<file path="src/rtl/dmem_arbiter.sv">
// Data-memory arbiter: shares one single-port RAM between the CPU load/store
// path and one external requester. Serialises accesses, adds read wait-states
// and stalls the CPU while its access is pending.
module dmem_arbiter #(
   parameter int AW         = 32,
   parameter int MEM_LAT    = 1,   // read latency in cycles, 1..4
   parameter int STARVE_LIM = 3    // waiting cycles before ext beats the CPU
) (
   input  logic          clk,
   input  logic          reset,
   // CPU load/store port
   input  logic          cpu_req,
   input  logic          cpu_we,
   input  logic [AW-1:0] cpu_addr,
   input  logic [31:0]   cpu_wdata,
   output logic [31:0]   cpu_rdata,
   output logic          cpu_stall,
   // external requester port
   input  logic          ext_req,
   input  logic          ext_we,
   input  logic [AW-1:0] ext_addr,
   input  logic [31:0]   ext_wdata,
   output logic          ext_gnt,
   output logic          ext_rvalid,
   output logic [31:0]   ext_rdata,
   // data RAM port
   output logic          mem_en,
   output logic          mem_we,
   output logic [AW-1:0] mem_addr,
   output logic [31:0]   mem_wdata,
   input  logic [31:0]   mem_rdata
);

   localparam int SW = (STARVE_LIM < 2) ? 1 : $clog2(STARVE_LIM + 1);
   localparam logic [SW-1:0] STARVE_MAX = SW'(STARVE_LIM);
   localparam logic [2:0]    LAT_LAST   = 3'(MEM_LAT);

   typedef enum logic { IDLE, RD_WAIT } state_t;
   typedef enum logic { OWN_CPU, OWN_EXT } owner_t;

   state_t          state_q, state_d;
   owner_t          owner_q, owner_d;
   logic [2:0]      lat_cnt_q, lat_cnt_d;
   logic [SW-1:0]   starve_q, starve_d;
   logic            drop_q, drop_d;     // CPU abandoned its in-flight read

   logic            ext_win, cpu_win, rd_done, cpu_live;

   // State register; reset discards any in-flight read.
   always_ff @(posedge clk or negedge reset) begin
      if (!reset) begin
         state_q   <= IDLE;
         owner_q   <= OWN_CPU;
         lat_cnt_q <= '0;
         starve_q  <= '0;
         drop_q    <= 1'b0;
      end else begin
         // NOTE: non-blocking so every register samples the pre-edge values.
         state_q   <= state_d;
         owner_q   <= owner_d;
         lat_cnt_q <= lat_cnt_d;
         starve_q  <= starve_d;
         drop_q    <= drop_d;
      end
   end

   // Arbitration, memory issue, read completion and starvation counting.
   always_comb begin
      // NOTE: every output and next-state value gets a default here so no
      // path through the case below can infer a latch.
      state_d    = state_q;
      owner_d    = owner_q;
      lat_cnt_d  = lat_cnt_q;
      drop_d     = drop_q;
      ext_win    = 1'b0;
      cpu_win    = 1'b0;
      rd_done    = 1'b0;
      cpu_live   = 1'b0;
      cpu_rdata  = '0;
      cpu_stall  = 1'b0;
      ext_gnt    = 1'b0;
      ext_rvalid = 1'b0;
      ext_rdata  = '0;
      mem_en     = 1'b0;
      mem_we     = 1'b0;
      mem_addr   = '0;
      mem_wdata  = '0;

      case (state_q)
         IDLE: begin
            drop_d  = 1'b0;
            ext_win = ext_req && (!cpu_req || starve_q == STARVE_MAX);
            cpu_win = cpu_req && !ext_win;
            if (ext_win) begin
               mem_en    = 1'b1;
               mem_we    = ext_we;
               mem_addr  = ext_addr;
               mem_wdata = ext_wdata;
               ext_gnt   = 1'b1;
               if (!ext_we) begin
                  state_d   = RD_WAIT;
                  owner_d   = OWN_EXT;
                  lat_cnt_d = 3'd1;
               end
            end else if (cpu_win) begin
               mem_en    = 1'b1;
               mem_we    = cpu_we;
               mem_addr  = cpu_addr;
               mem_wdata = cpu_wdata;
               if (!cpu_we) begin
                  state_d   = RD_WAIT;
                  owner_d   = OWN_CPU;
                  lat_cnt_d = 3'd1;
               end
            end
            // Stores complete in their winning cycle; loads and losers stall.
            cpu_stall = cpu_req && !(cpu_win && cpu_we);
         end

         RD_WAIT: begin
            rd_done  = (lat_cnt_q == LAT_LAST);
            cpu_live = (owner_q == OWN_CPU) && !drop_q && cpu_req;
            // A dropped cpu_req abandons the read; the data is discarded.
            if (owner_q == OWN_CPU && !cpu_req) drop_d = 1'b1;
            if (rd_done) begin
               state_d   = IDLE;
               lat_cnt_d = '0;
               drop_d    = 1'b0;
               if (cpu_live) cpu_rdata = mem_rdata;
               if (owner_q == OWN_EXT) begin
                  ext_rvalid = 1'b1;
                  ext_rdata  = mem_rdata;
               end
            end else begin
               lat_cnt_d = lat_cnt_q + 3'd1;
            end
            cpu_stall = cpu_req && !(rd_done && cpu_live);
         end

         default: state_d = IDLE;
      endcase

      // Starvation counter runs in every state while ext waits ungranted.
      starve_d = starve_q;
      if (ext_gnt)
         starve_d = '0;
      else if (ext_req && starve_q != STARVE_MAX)
         starve_d = starve_q + SW'(1);

      // Outputs are held at zero for the whole reset assertion.
      if (!reset) begin
         cpu_rdata  = '0;
         cpu_stall  = 1'b0;
         ext_gnt    = 1'b0;
         ext_rvalid = 1'b0;
         ext_rdata  = '0;
         mem_en     = 1'b0;
         mem_we     = 1'b0;
         mem_addr   = '0;
         mem_wdata  = '0;
      end
   end

endmodule

</file>
<file path="config.mk">
export PLATFORM = sky130hd
export DESIGN_NAME = dmem_arbiter
export DESIGN_NICKNAME = d
export VERILOG_FILES = /design/src/rtl/dmem_arbiter.sv
export SDC_FILE = /design/constraint.sdc
export NUM_CORES = 1
export LEC_CHECK = 0
export CAP_MARGIN = 40
export CORE_AREA = 2 2 116 118
export CTS_CLUSTER_SIZE = 25
export DETAILED_ROUTE_END_ITERATION = 7
export DIE_AREA = 0 0 118 120
export GPL_TIMING_DRIVEN = 1
export SYNTH_ARGS = -nofsm -noshare
export SYNTH_HDL_FRONTEND = slang
export SYNTH_SLANG_ARGS = --single-unit
</file>
<file path="constraint.sdc">
create_clock -name clk -period 2.2 [get_ports clk]
set_input_delay 0.44 -clock clk [delete_from_list [all_inputs] [get_ports clk]]
set_output_delay 0.44 -clock clk [all_outputs]
set_load 0.02 [all_outputs]
</file>
# [After elaboration in Yosys (flattened, before gate mapping)]
# Index checks and enable logic that the tools add are counted.
# Widths: inputs -> output; s select.
[totals] register_bits=8 in_bits=166
[op_classes] n_addsub=2 n_eq_ne=9 n_mux=54 bitwise_logic=2 reduce_logical=20
[ops] op="$mux 32" n=16
[ops] op="$mux 1" n=27
[ops] op="$mux 3" n=5
[ops] op="$logic_and 1x1->1" n=10
[ops] op="$ne 3x3->1 const B" n=3
[ops] op="$pmux 1 s2" n=3
[ops] op="$pmux 3 s2" n=1
[ops] op="$logic_not 1->1" n=5
[ops] op="$mux 2" n=2
[ops] op="$ne 2x2->1 const B" n=2
[ops] op="$reduce_and 4->1" n=1
[ops] op="$reduce_bool 2->1" n=2
[ops] op="$add 3x1->3 const B" n=1
[ops] op="$eq 3x1->1 const B" n=1
[ops] op="$ne 3x1->1 const B" n=1
[ops] op="$reduce_and 3->1" n=1
[ops] op="$add 2x1->2 const B" n=1
[ops] op="$eq 2x2->1 const B" n=1
[ops] op="$ne 2x1->1 const B" n=1
[ops] op="$not 1->1" n=2
[ops] op="$logic_or 1x1->1" n=1

# [Logic depth before layout (Yosys ltp)]
[logic_depth] depth_word=10 mapped_depth=6 ltp_nobuf=4

# [Least setup slack after synthesis]
# OpenSTA, ideal clock, no wires.
[synth_timing] path_type="flip-flop to output port" startpoint="register starve_q[0]" endpoint="output mem_addr[0]" arrival_time_ps=1510 required_ps=1760 slack_ps=250 path_stages_with_launch=7 path_buffers=2 cell_sequence="dfrtp_1 > ha_1 > nand2b_1 > and4b_4 > buf_6 > buf_6 > a22o_1"
[synth_via] elab_chain_len=9
[synth_rtl] element="from (decl)" line_no="44" source="logic [SW-1:0] starve_q, starve_d;"
[synth_rtl] element="from (signal assigned)" line_no="62" source="starve_q <= starve_d;"
[synth_rtl] element="$eq 2x2->1 *" line_no="92" source="ext_win = ext_req && (!cpu_req || starve_q == STARVE_MAX);"
[synth_rtl] element="$logic_or 1x1->1 *" line_no="92"
[synth_rtl] element="$logic_and 1x1->1 *" line_no="92"
[synth_rtl] element="$logic_not 1->1" line_no="93" source="cpu_win = cpu_req && !ext_win;"
[synth_rtl] element="$logic_and 1x1->1" line_no="93"
[synth_rtl] element="$mux 32" line_no="105" source="end else if (cpu_win) begin"
[synth_rtl] element="$mux 32 *" line_no="94" source="if (ext_win) begin"
[synth_rtl] element="$mux 32 *" line_no="89" source="case (state_q)"
[synth_rtl] element="$mux 32 *" line_no="151" source="if (!reset) begin"
[synth_rtl] element="to (decl)" line_no="29" source="output logic [AW-1:0] mem_addr,"
# Mark *: on every way between the ends. The rest lies on a longest branch, timed or not.

# [Final worst setup path]
[layout_timing] startpoint="register starve_q[1]" endpoint="output mem_wdata[20]"
[layout_via] elab_chain_len=9
[layout_rtl] element="$eq 2x2->1 *" line_no="92"
[layout_rtl] element="$logic_or 1x1->1 *" line_no="92"
[layout_rtl] element="$logic_and 1x1->1 *" line_no="92"
[layout_rtl] element="$logic_not 1->1" line_no="93"
[layout_rtl] element="$logic_and 1x1->1" line_no="93"
[layout_rtl] element="$mux 32" line_no="105"
[layout_rtl] element="$mux 32 *" line_no="94"
[layout_rtl] element="$mux 32 *" line_no="89"
[layout_rtl] element="$mux 32 *" line_no="151"
[layout_rtl] element="to (decl)" line_no="30" source="output logic [31:0] mem_wdata,"
# Marks and branches as above.

==> impl_metrics.env <==
export IMPL_status="complete, but fails checks"
export IMPL_violations="negative setup slack"
export IMPL_wirelength_mm=13.5
export IMPL_numCtsBuffers=3
export IMPL_synth_xor_area_share=0
export IMPL_r2r_end="lat_cnt_q[0]$_DFFE_PN0P_"
export IMPL_synth_mux_area_frac=0.00710
export IMPL_synth_cell_types=29
export IMPL_nFillCells=1312
export IMPL_wl_per_cell_um=19.2
export IMPL_cts_hold_buf=0
export IMPL_synthAdderAreaFrac=0.00789
export IMPL_synthesis_nets=366
export IMPL_antenna_found_initial=0
export IMPL_synth_top_family_by_area="compound AO/OA/AOI/OAI gates"
export IMPL_gp_congestion=0.914
export IMPL_setup_slack_ps=-90.2
export IMPL_overflow=0
export IMPL_nets=695
export IMPL_critPathCaptureType="primary output"
export IMPL_drc=0
export IMPL_dp_hpwl_mm=10.2
export IMPL_crit_end="mem_wdata[20]"
export IMPL_synth_seq_area_share=0.126
export IMPL_ir_worst_vdd_mv=0.721
export IMPL_critical_path_required_ps=1760
export IMPL_period_minus_slack_ps=2290
export IMPL_wl_met1_mm=5.30
export IMPL_power_density_nw_per_um2=597
export IMPL_synth_simple_area_share=0.368
export IMPL_startpoint_type="register"
export IMPL_synthArstFlopShare=1.00
export IMPL_cap_viol_max_count=0
export IMPL_grt_pass1_vias=3096
export IMPL_dr_max_layer_used="met4"
export IMPL_synth_ff_type="dfrtp_1"
export IMPL_core_area_um2=13000
export IMPL_fp_dieW_um=118
export IMPL_root_buffer="clkbuf_16"
export IMPL_grt_max_degree=34
export IMPL_worst_pin_slew_ps=242
export IMPL_fin_skew_ps=1.52
export IMPL_grt_usage=0.173
export IMPL_setup_viol=60
export IMPL_die_h_um=120
export IMPL_wl_met3_um=726
export IMPL_period_share=1.04
export IMPL_cp_arrival_ps=1850
export IMPL_maxSlewViolCount=0
export IMPL_path_cells="ha_4, nand2b_4, and4b_4, buf_12, buf_16, a22o_1, buf_6"
export IMPL_dp_slack_ps=-678
export IMPL_critical_path_top_delay_family="buffers and inverters"
export IMPL_dr_first_iter_drc_count=111
export IMPL_cp_max_fo=8
export IMPL_fmax_mhz=437
export IMPL_synth_cells=199
export IMPL_dp_cells=678
export IMPL_layout_cells_non_filler=702
export IMPL_rsz0062_at_grt="yes"
export IMPL_diodes=0
export IMPL_clk_pin_slew_ps=40
export IMPL_min_path_type="input pin to asynchronous set/reset pin"
export IMPL_slew_headroom=0.838
export IMPL_antenna_left=0
export IMPL_firstDrtPassIters=4
export IMPL_pin_count=299
export IMPL_syn_avg_cell_area_um2=7.97
export IMPL_htree_levels=1
export IMPL_path_buf_inv=3
export IMPL_cpMaxStageDelayCell="dfrtp_1"
export IMPL_place_area_um2=4920
export IMPL_worstSetupStartpoint="starve_q[1]$_DFFE_PN0P_"
export IMPL_ys_seq_elements=8
export IMPL_initial_core_util=0.122
export IMPL_drive_gt1_frac=0.367
export IMPL_syn_to_final_growth_pct=232
export IMPL_hold_viol_final=0
export IMPL_r2r_start="starve_q[1]$_DFFE_PN0P_"
export IMPL_die_area_um2=14200
export IMPL_vias=2992
export IMPL_r2r_slack_ps=530
export IMPL_critPathMaxStageDelay_ps=400
export IMPL_crit_cells=7
export IMPL_portBuffers=298
export IMPL_max_clock_path_buffers=2
export IMPL_critPathKind="register to primary output"
export IMPL_cts_tree="done"
export IMPL_fin_area_um2=5270
export IMPL_vias_per_cell=4.26
export IMPL_netlist_area_um2=1590
export IMPL_leakagePower_uw=0.00237
export IMPL_wl_met2_mm=7.00
export IMPL_synth_enable_flop_cells=0
export IMPL_synth_compound_area_frac=0.402
export IMPL_ff2ff_path_depth=6
export IMPL_clk_latency_ps=230
export IMPL_grt_first_pass_wirelength_mm=19.0
export IMPL_ys_warn_count=0
export IMPL_fp_row_count=42
export IMPL_clock_sinks=8
==> layout make-up <==
cell class | count | area, um2 | area share
multi-input combinational | 168 | 1310 | 0.248
inverter | 2 | 7.51 | 0.00142
tap | 176 | 220 | 0.0418
timing repair buffer | 345 | 3460 | 0.657
clock buffer | 3 | 75.1 | 0.0142
sequential | 8 | 201 | 0.0382
==> registers in the layout, indices dropped and copies added, names as in the netlist <==
register,cells
owner_q,1
lat_cnt_q,3
drop_q,1
starve_q,2
state_q,1
==> worst register-to-register path, delay by kind of cell, from the launching register on <==
family | cells | cell delay, ps
flip-flops | 1 | 400
adder cells (fa/ha/maj) | 1 | 180
AO/OA/AOI/OAI | 2 | 570
AND/OR/NAND/NOR | 1 | 140
buffers and inverters | 2 | 260
==> repair_timing <==
action | CTS | global route
resized for setup | 537 | 71
buffers inserted | 10 | 3
endpoints found under the setup margin | 133 | 128
pin swaps | 22 | 22
gates cloned | 6 | 2
==> where the power goes <==
| part | internal (uW) | switching [uW] |
|---|---|---|
| registers | 212 | 49.3 |
| clock network | 235 | 74.5 |
| logic | 1410 | 1160 |
| total | 1860 | 1280 |
==> through the flow <==
step	hold slack (ps)	utilization	setup TNS, ps	total power, uW
global route	290	0.406	-4990	3310
floorplan	144	-	0	1290
global placement	504	0.379	-71780	2520
CTS	284	0.401	-2750	3010
finish	287	0.406	-2770	3140
detailed placement	497	0.379	-72690	2550
==> synth_stat cells (2+ instances only) <==
master,number,share of area
nand2_1,5,0.012
inv_1,2,0.0047
clkbuf_1,2,0.0047
nor2b_1,3,0.012
nand3_1,3,0.0095
and2_1,64,0.25
o211ai_1,2,0.0095
clkbuf_2,5,0.016
a22o_1,66,0.36
buf_2,9,0.028
buf_6,5,0.035
dfrtp_1,8,0.13
or3_1,2,0.0079
nand2b_1,2,0.0079
nor3b_1,2,0.0095
nand3b_1,2,0.0095
nor2_1,4,0.0095
and4_1,2,0.011
==> cell usage in the layout (no fill, tap or decap), types with 2 or more instances in the layout <==
master           netlist  routed
dfrtp_1                8       7
clkbuf_2               5      25
and2_1                64      64
and4b_4                1       2
nand2_1                5       4
buf_16                 0       5
o211ai_1               2       2
dlygate4sd2_1          0       3
clkbuf_16              0       5
buf_2                  9      21
nor2_1                 4       4
buf_6                  5      50
nand3b_1               2       2
inv_1                  2       2
clkdlybuf4s15_1        0       2
buf_12                 0      11
a22o_4                 0       3
buf_4                  0      41
or3_1                  2       2
nor2b_1                3       3
nand3_1                3       3
clkdlybuf4s50_1        0     162
clkdlybuf4s15_2        0      21
a22o_1                66      63
nor3b_1                2       2
==> how the worst min path moves through the flow <==
stage	start	end	slack (ps)	cells after the start
floorplan	reset	drop_q$_DFFE_PN0P_	140	0
global placement	starve_q[1]$_DFFE_PN0P_	starve_q[1]$_DFFE_PN0P_	500	1
detailed placement	starve_q[1]$_DFFE_PN0P_	starve_q[1]$_DFFE_PN0P_	500	1
CTS	reset	drop_q$_DFFE_PN0P_	280	2
global route	reset	drop_q$_DFFE_PN0P_	290	2
finish	reset	drop_q$_DFFE_PN0P_	290	2
==> per-layer routing <==
layer,vias to the layer above,track usage
li1,1407,-
met1,1412,0.193
met2,141,0.319
met3,32,0.0380
met4,0,0.0640
met5,-,0
==> cell families after synthesis <==
kind of cell	count (synthesis)
AND/OR/NAND/NOR	93
AO/OA/AOI/OAI	73
buffers and inverters	23
flip-flops	8
multiplexers	1
adder cells (fa/ha/maj)	1
Power figures use the tool's default switching activity.
